[src/rtl/pgm_frac_cen.sv]
// rtl/pgm_frac_cen.sv - multi-channel fractional clock-enable generator (rate NUM/DEN per channel)
module pgm_frac_cen #(
  parameter int CHANNELS = 2,
  parameter int W        = 10,
  parameter logic [CHANNELS*W-1:0] NUM_INIT = {10'd4, 10'd2},
  parameter logic [CHANNELS*W-1:0] DEN_INIT = {10'd25, 10'd5}
) (
  input  logic                  clk,
  input  logic                  reset_n,
  input  logic                  pause,
  input  logic                  cfg_load,
  input  logic [CHANNELS*W-1:0] cfg_num,
  input  logic [CHANNELS*W-1:0] cfg_den,
  output logic                  cfg_ack,
  output logic                  cfg_err,
  output logic [CHANNELS-1:0]   cen,
  output logic [CHANNELS-1:0]   cen_half
);

  logic [CHANNELS*W-1:0] num_sh;
  logic [CHANNELS*W-1:0] den_sh;
  logic [W:0]            acc [CHANNELS];
  logic [W:0]            sum [CHANNELS];
  logic [CHANNELS-1:0]   hit;
  logic [CHANNELS-1:0]   toggle;
  logic                  cfg_valid;

  // acc is one bit wider than num/den so acc+num cannot wrap
  always_comb begin
    cfg_valid = 1'b1;
    hit       = '0;
    for (int i = 0; i < CHANNELS; i++) begin
      sum[i] = acc[i] + {1'b0, num_sh[i*W +: W]};
      hit[i] = (sum[i] >= {1'b0, den_sh[i*W +: W]});
      if ((cfg_den[i*W +: W] == '0) || (cfg_num[i*W +: W] > cfg_den[i*W +: W]))
        cfg_valid = 1'b0;
    end
  end

  always_ff @(posedge clk or negedge reset_n) begin
    if (!reset_n) begin
      num_sh   <= NUM_INIT;
      den_sh   <= DEN_INIT;
      toggle   <= '0;
      cen      <= '0;
      cen_half <= '0;
      cfg_ack  <= 1'b0;
      cfg_err  <= 1'b0;
      for (int i = 0; i < CHANNELS; i++)
        acc[i] <= '0;
    end else begin
      cfg_ack <= 1'b0;
      cfg_err <= 1'b0;
      if (cfg_load && cfg_valid) begin
        // a valid load realigns every channel, even while paused
        num_sh   <= cfg_num;
        den_sh   <= cfg_den;
        toggle   <= '0;
        cen      <= '0;
        cen_half <= '0;
        cfg_ack  <= 1'b1;
        for (int i = 0; i < CHANNELS; i++)
          acc[i] <= '0;
      end else begin
        cfg_err <= cfg_load;
        if (pause) begin
          cen      <= '0;
          cen_half <= '0;
        end else begin
          for (int i = 0; i < CHANNELS; i++) begin
            if (hit[i]) begin
              acc[i]      <= sum[i] - {1'b0, den_sh[i*W +: W]};
              cen[i]      <= 1'b1;
              cen_half[i] <= toggle[i];
              toggle[i]   <= ~toggle[i];
            end else begin
              acc[i]      <= sum[i];
              cen[i]      <= 1'b0;
              cen_half[i] <= 1'b0;
            end
          end
        end
      end
    end
  end

endmodule

[config.mk]
export PLATFORM = sky130hd
export DESIGN_NAME = pgm_frac_cen
export DESIGN_NICKNAME = d
export VERILOG_FILES = /design/src/rtl/pgm_frac_cen.sv
export SDC_FILE = /design/constraint.sdc
export NUM_CORES = 1
export LEC_CHECK = 0
export CORE_MARGIN = 10
export CORE_UTILIZATION = 50
export DETAILED_ROUTE_END_ITERATION = 6
export PLACE_DENSITY = 0.85
export REMOVE_ABC_BUFFERS = 1
export SLEW_MARGIN = 20
export SYNTH_ARGS = -nofsm -noshare
export SYNTH_HDL_FRONTEND = slang
export SYNTH_SLANG_ARGS = --single-unit
[constraint.sdc]
create_clock -name clk -period 3.1 [get_ports clk]
set_input_delay 0.62 -clock clk [delete_from_list [all_inputs] [get_ports clk]]
set_output_delay 0.62 -clock clk [all_outputs]
set_load 0.03 [all_outputs]
==> results.env <==
RUN_STATUS='finished with violations'
VIOLATIONS_IN_THE_FINAL_REPORTS='setup timing'
POST_SYNTHESIS_INSTANCE_AREA_UM2=5310
CLASSIFICATION_OF_THE_WORST_SLACK_HOLD_PATH='primary input to async pin'
WORSTPATHCELLLIST='ha_2 > nand3_1 > o211ai_1 > o41ai_1 > buf_4 > xnor2_4 > ha_4 > nand4_1 > buf_4 > a21oi_4 > a2111oi_4 > o21ai_2 > or3_1 > a221oi_2'
SYNTHTOPCELLSBYCOUNT='sky130_fd_sc_hd__dfrtp_1, sky130_fd_sc_hd__ha_1, sky130_fd_sc_hd__inv_1'
FP.DIEW_UM=123
WORSTPATHMAXFANOUT=5
CRIT_PATH_MAX_INCR_DELAY_NS=0.43
WORST_HOLD_SLACK_NS=0.138
SLEW_VIOL_FINAL=0
VIASPERCELL=6.32
TIMING.SETUP.CRITICAL_PATH_CLASS='flop to flop'
DP_HPWL_UM=11900
GRT_PASS1_VIAS=5862
TRANSITION_TIME_AT_THE_PIN_WITH_THE_LEAST_SLEW_MARGIN_NS=0.814
PATH_DELAY_FAMILY='compound AO/OA/AOI/OAI gates'
SYN-INSTANCE-COUNT=581
GR-TOTAL-OVERFLOW=0
ROUTED-VIA-COUNT=5767
BUFFER_PORTS.INSERTED=49
DRC_ERRORS=0
CRIT_BUF_INV=2
FRACTION_OF_FINAL_LAYOUT_CELLS_WITH_DRIVE_STRENGTH_GREATER_THAN_1_PCT=39.6
WORST-ENDPOINT-REQUIRED_NS=3.38
POSTSYNTH.ASYNCRESETSHARE_PCT=100
FINISH.INSTANCE_AREA_UM2=8110
CTS.SINKS=70
FINAL-SETUP-VIOL-COUNT=28
CHIPHEIGHT_UM=123
PATH_COMMON_CELL='sky130_fd_sc_hd__buf_4'
FLOORPLAN.INITIALDENSITY_PCT=51.4
YOSYS.CELL_COUNT.TOP_TYPE='sky130_fd_sc_hd__dfrtp_1'
SETUP_REPAIR_AFTER_GLOBAL_ROUTING_MISSED_ITS_MARGIN='true'
FLOORPLAN.CORE_AREA_UM2=10300
DISTINCT_CELL_TYPE_COUNT_AFTER_SYNTHESIS=70
SYNTH.YOSYS.WARNINGS=0
FINALWEIGHTEDCONGESTION=0.955
GLOBAL_ROUTE_WIRE_LENGTH_BEFORE_REPAIR_UM=28300
SETUP_WS_NS=-0.539
CTS-HOLD-FIX-BUFFERS=0
FINAL_CELL_COUNT_NO_FILL=913
SYNTH_SEQ_AREA_SHARE_PCT=33.1
POST-ROUTE-PERIOD-UTIL_PCT=117
AREA_GROWTH_SYN_TO_LAYOUT_PCT=52.8
CLOCKBUFFERDEPTH=2
CRIT_PATH_START_KIND='flop'
POST_DRT_WL_PER_CELL_UM=23.2
SLOWEST_STAGE='sky130_fd_sc_hd__dfrtp_1'
PLACEMENT.CELL_AREA_UM2=6720
CTS_INSERTED_BUFFERS=9
CTS.HTREE.LEVELS=3
SYNTH_TOP_AREA_CELL='sky130_fd_sc_hd__dfrtp_1'
CLOCK_TREE.ROOT_CELL='sky130_fd_sc_hd__clkbuf_8'
PERIOD_NEEDED_NS=3.64
ROUTE.FINAL.WIRE_LENGTH_UM=21200
ANTENNA_FOUND_INITIAL=0
TRITONCTS='built'
CP.ARRIVAL_NS=3.91
WORST_SKEW_PAIR.LATE_LATENCY_NS=0.38
GRT_MAX_DEGREE=57
DRT-PASS1-ITER-COUNT=5
DETAILEDROUTE.FIRSTITERATIONVIOLATIONS=623
DRT.ANTENNA.VIOLATING_NETS=0
CRITPATHCAPTURETYPE='flop'
NFILLCELLS=568
SHARE_OF_YOSYS_CELL_AREA_CLAIMED_BY_THE_TOP_AREA_CELL_TYPE_PCT=29.7
DIODES=0
SYNTH.AVG_CELL_AREA_UM2=9.14
DOMINANTREGCELLSYNTH='sky130_fd_sc_hd__dfrtp_1'
SYNTH_EDF_COUNT=0
IOS=50
DESIGN.FINAL.NETS=880
FIN_WORST_SKEW_NS=0.0158
MAX-SLEW-MARGIN-REL_PCT=45.4
SYNTH_TOP_CELLS_BY_AREA='sky130_fd_sc_hd__dfrtp_1, sky130_fd_sc_hd__ha_1, sky130_fd_sc_hd__inv_1'
DIE_AREA_UM2=15100
FMAX_GHz=0.275
POSTSYNTHREGISTERBITS=70
FINAL-HOLD-VIOLATION-COUNT=0
CORE.ROWCOUNT=37
WORST_SETUP_HOLD_PATH_CLK_SLEW_NS=0.10
DP_CELLS=855
CAP_VIOL_MAX_COUNT=0
GR-USAGE-ALL-LAYERS_PCT=23.3
PLACE_WORST_SETUP_SLACK_NS=-0.889
==> per-layer routing <==
layer | part of all wire (%) | track usage, % | wire length [um] | vias to the layer above
met2 | 49 | 42.8 | 10400 | 367
li1 | - | - | - | 2463
met5 | 0 | 0 | 0 | -
met1 | 35 | 23.9 | 7470 | 2758
met4 | 8.5 | 14.8 | 1800 | 0
met3 | 7.1 | 4.19 | 1500 | 179
==> layout make-up <==
| cell class | instances | area, um2 | share of cell area [%] |
|---|---|---|---|
| sequential | 70 | 1760 | 21.7 |
| clock inverter | 4 | 48.8 | 0.601 |
| inverter | 57 | 216 | 2.67 |
| multi-input combinational | 438 | 4040 | 49.7 |
| timing repair buffer | 196 | 1750 | 21.5 |
| tap | 136 | 170 | 2.10 |
| clock buffer | 12 | 135 | 1.67 |
==> final timing paths <==
kind	start	endpoint	slack, ns	cells after the start
worst max-delay path	num_sh[13]	acc[10]	-0.54	14
worst min-delay path	reset_n	den_sh[16]	0.14	1
worst max register to register	num_sh[13]	acc[10]	-0.54	14
worst min register to register	den_sh[2]	den_sh[2]	0.53	2
max in group asynchronous	reset_n	den_sh[2]	2.25	2
min in group clk	den_sh[2]	den_sh[2]	0.53	2
==> timing repair <==
action	CTS	global route
endpoints found under the setup margin	28	30
pin swaps	44	58
gates cloned	1	2
setup buffers	17	23
resized for setup	83	82
hold endpoints to repair	0	0
==> per-stage QoR <==
| step | utilization, % | TNS [ns] |
|---|---|---|
| detailed placement | 65.1 | -22.53 |
| finish | 78.6 | -10.97 |
| global route | 78.6 | -13.27 |
| CTS | 72.1 | -7.22 |
| global placement | 65.1 | -17.32 |
| floorplan | - | -9.36 |
==> worst reg2reg max path, cell delays in order (launching register included) <==
cell and delay [ns]:
sky130_fd_sc_hd__dfrtp_1 0.43, sky130_fd_sc_hd__ha_2 0.35, sky130_fd_sc_hd__nand3_1 0.23, sky130_fd_sc_hd__o211ai_1 0.18, sky130_fd_sc_hd__o41ai_1 0.33, sky130_fd_sc_hd__buf_4 0.21, sky130_fd_sc_hd__xnor2_4 0.15, sky130_fd_sc_hd__ha_4 0.24
sky130_fd_sc_hd__nand4_1 0.11, sky130_fd_sc_hd__buf_4 0.15, sky130_fd_sc_hd__a21oi_4 0.04, sky130_fd_sc_hd__a2111oi_4 0.42, sky130_fd_sc_hd__o21ai_2 0.11, sky130_fd_sc_hd__or3_1 0.34, sky130_fd_sc_hd__a221oi_2 0.25
==> kinds of logic (layout without fill, tap and decap cells) <==
logic type | after synthesis | count (layout) | share of synthesized area, %
simple gates | 183 | 184 | 16.7
xor+xnor | 28 | 28 | 4.62
buf+inv | 74 | 269 | 5.82
flops | 70 | 70 | 33.1
compound gates | 136 | 136 | 17.9
mux | 26 | 26 | 6.17
fa+ha+maj | 64 | 64 | 15.6
==> state kept, by name, indices dropped and copies added (netlist names) <==
| register | cells |
|---|---|
| cen | 2 |
| cen_half | 2 |
| cfg_ack | 1 |
| cfg_err | 1 |
| acc | 22 |
| den_sh | 20 |
| num_sh | 20 |
| toggle | 2 |
==> cell usage in the layout, fill, tap and decap left out, drive strengths merged, types with 3 or more instances in the layout <==
cell / n
o41ai: 3
a311oi: 10
clkdlybuf4s50: 48
nor2b: 11
or3: 3
a211o: 3
inv: 56
nand4: 6
nor4: 7
o21ai: 37
nor3: 13
o2111ai: 3
a221oi: 4
nand2: 52
fa: 4
o21a: 8
a21o: 12
dfstp: 7
xnor2: 18
and4: 3
mux2: 21
mux2i: 5
and2: 3
a21oi: 25
clkinv: 4
ha: 60
a211oi: 7
nand2b: 8
nand3: 15
buf: 146
clkbuf: 14
xor2: 10
nor2: 51
dfrtp: 63
Power is not shown: default switching activity piles up to over one toggle a cycle in this logic, so the estimate is an artifact.
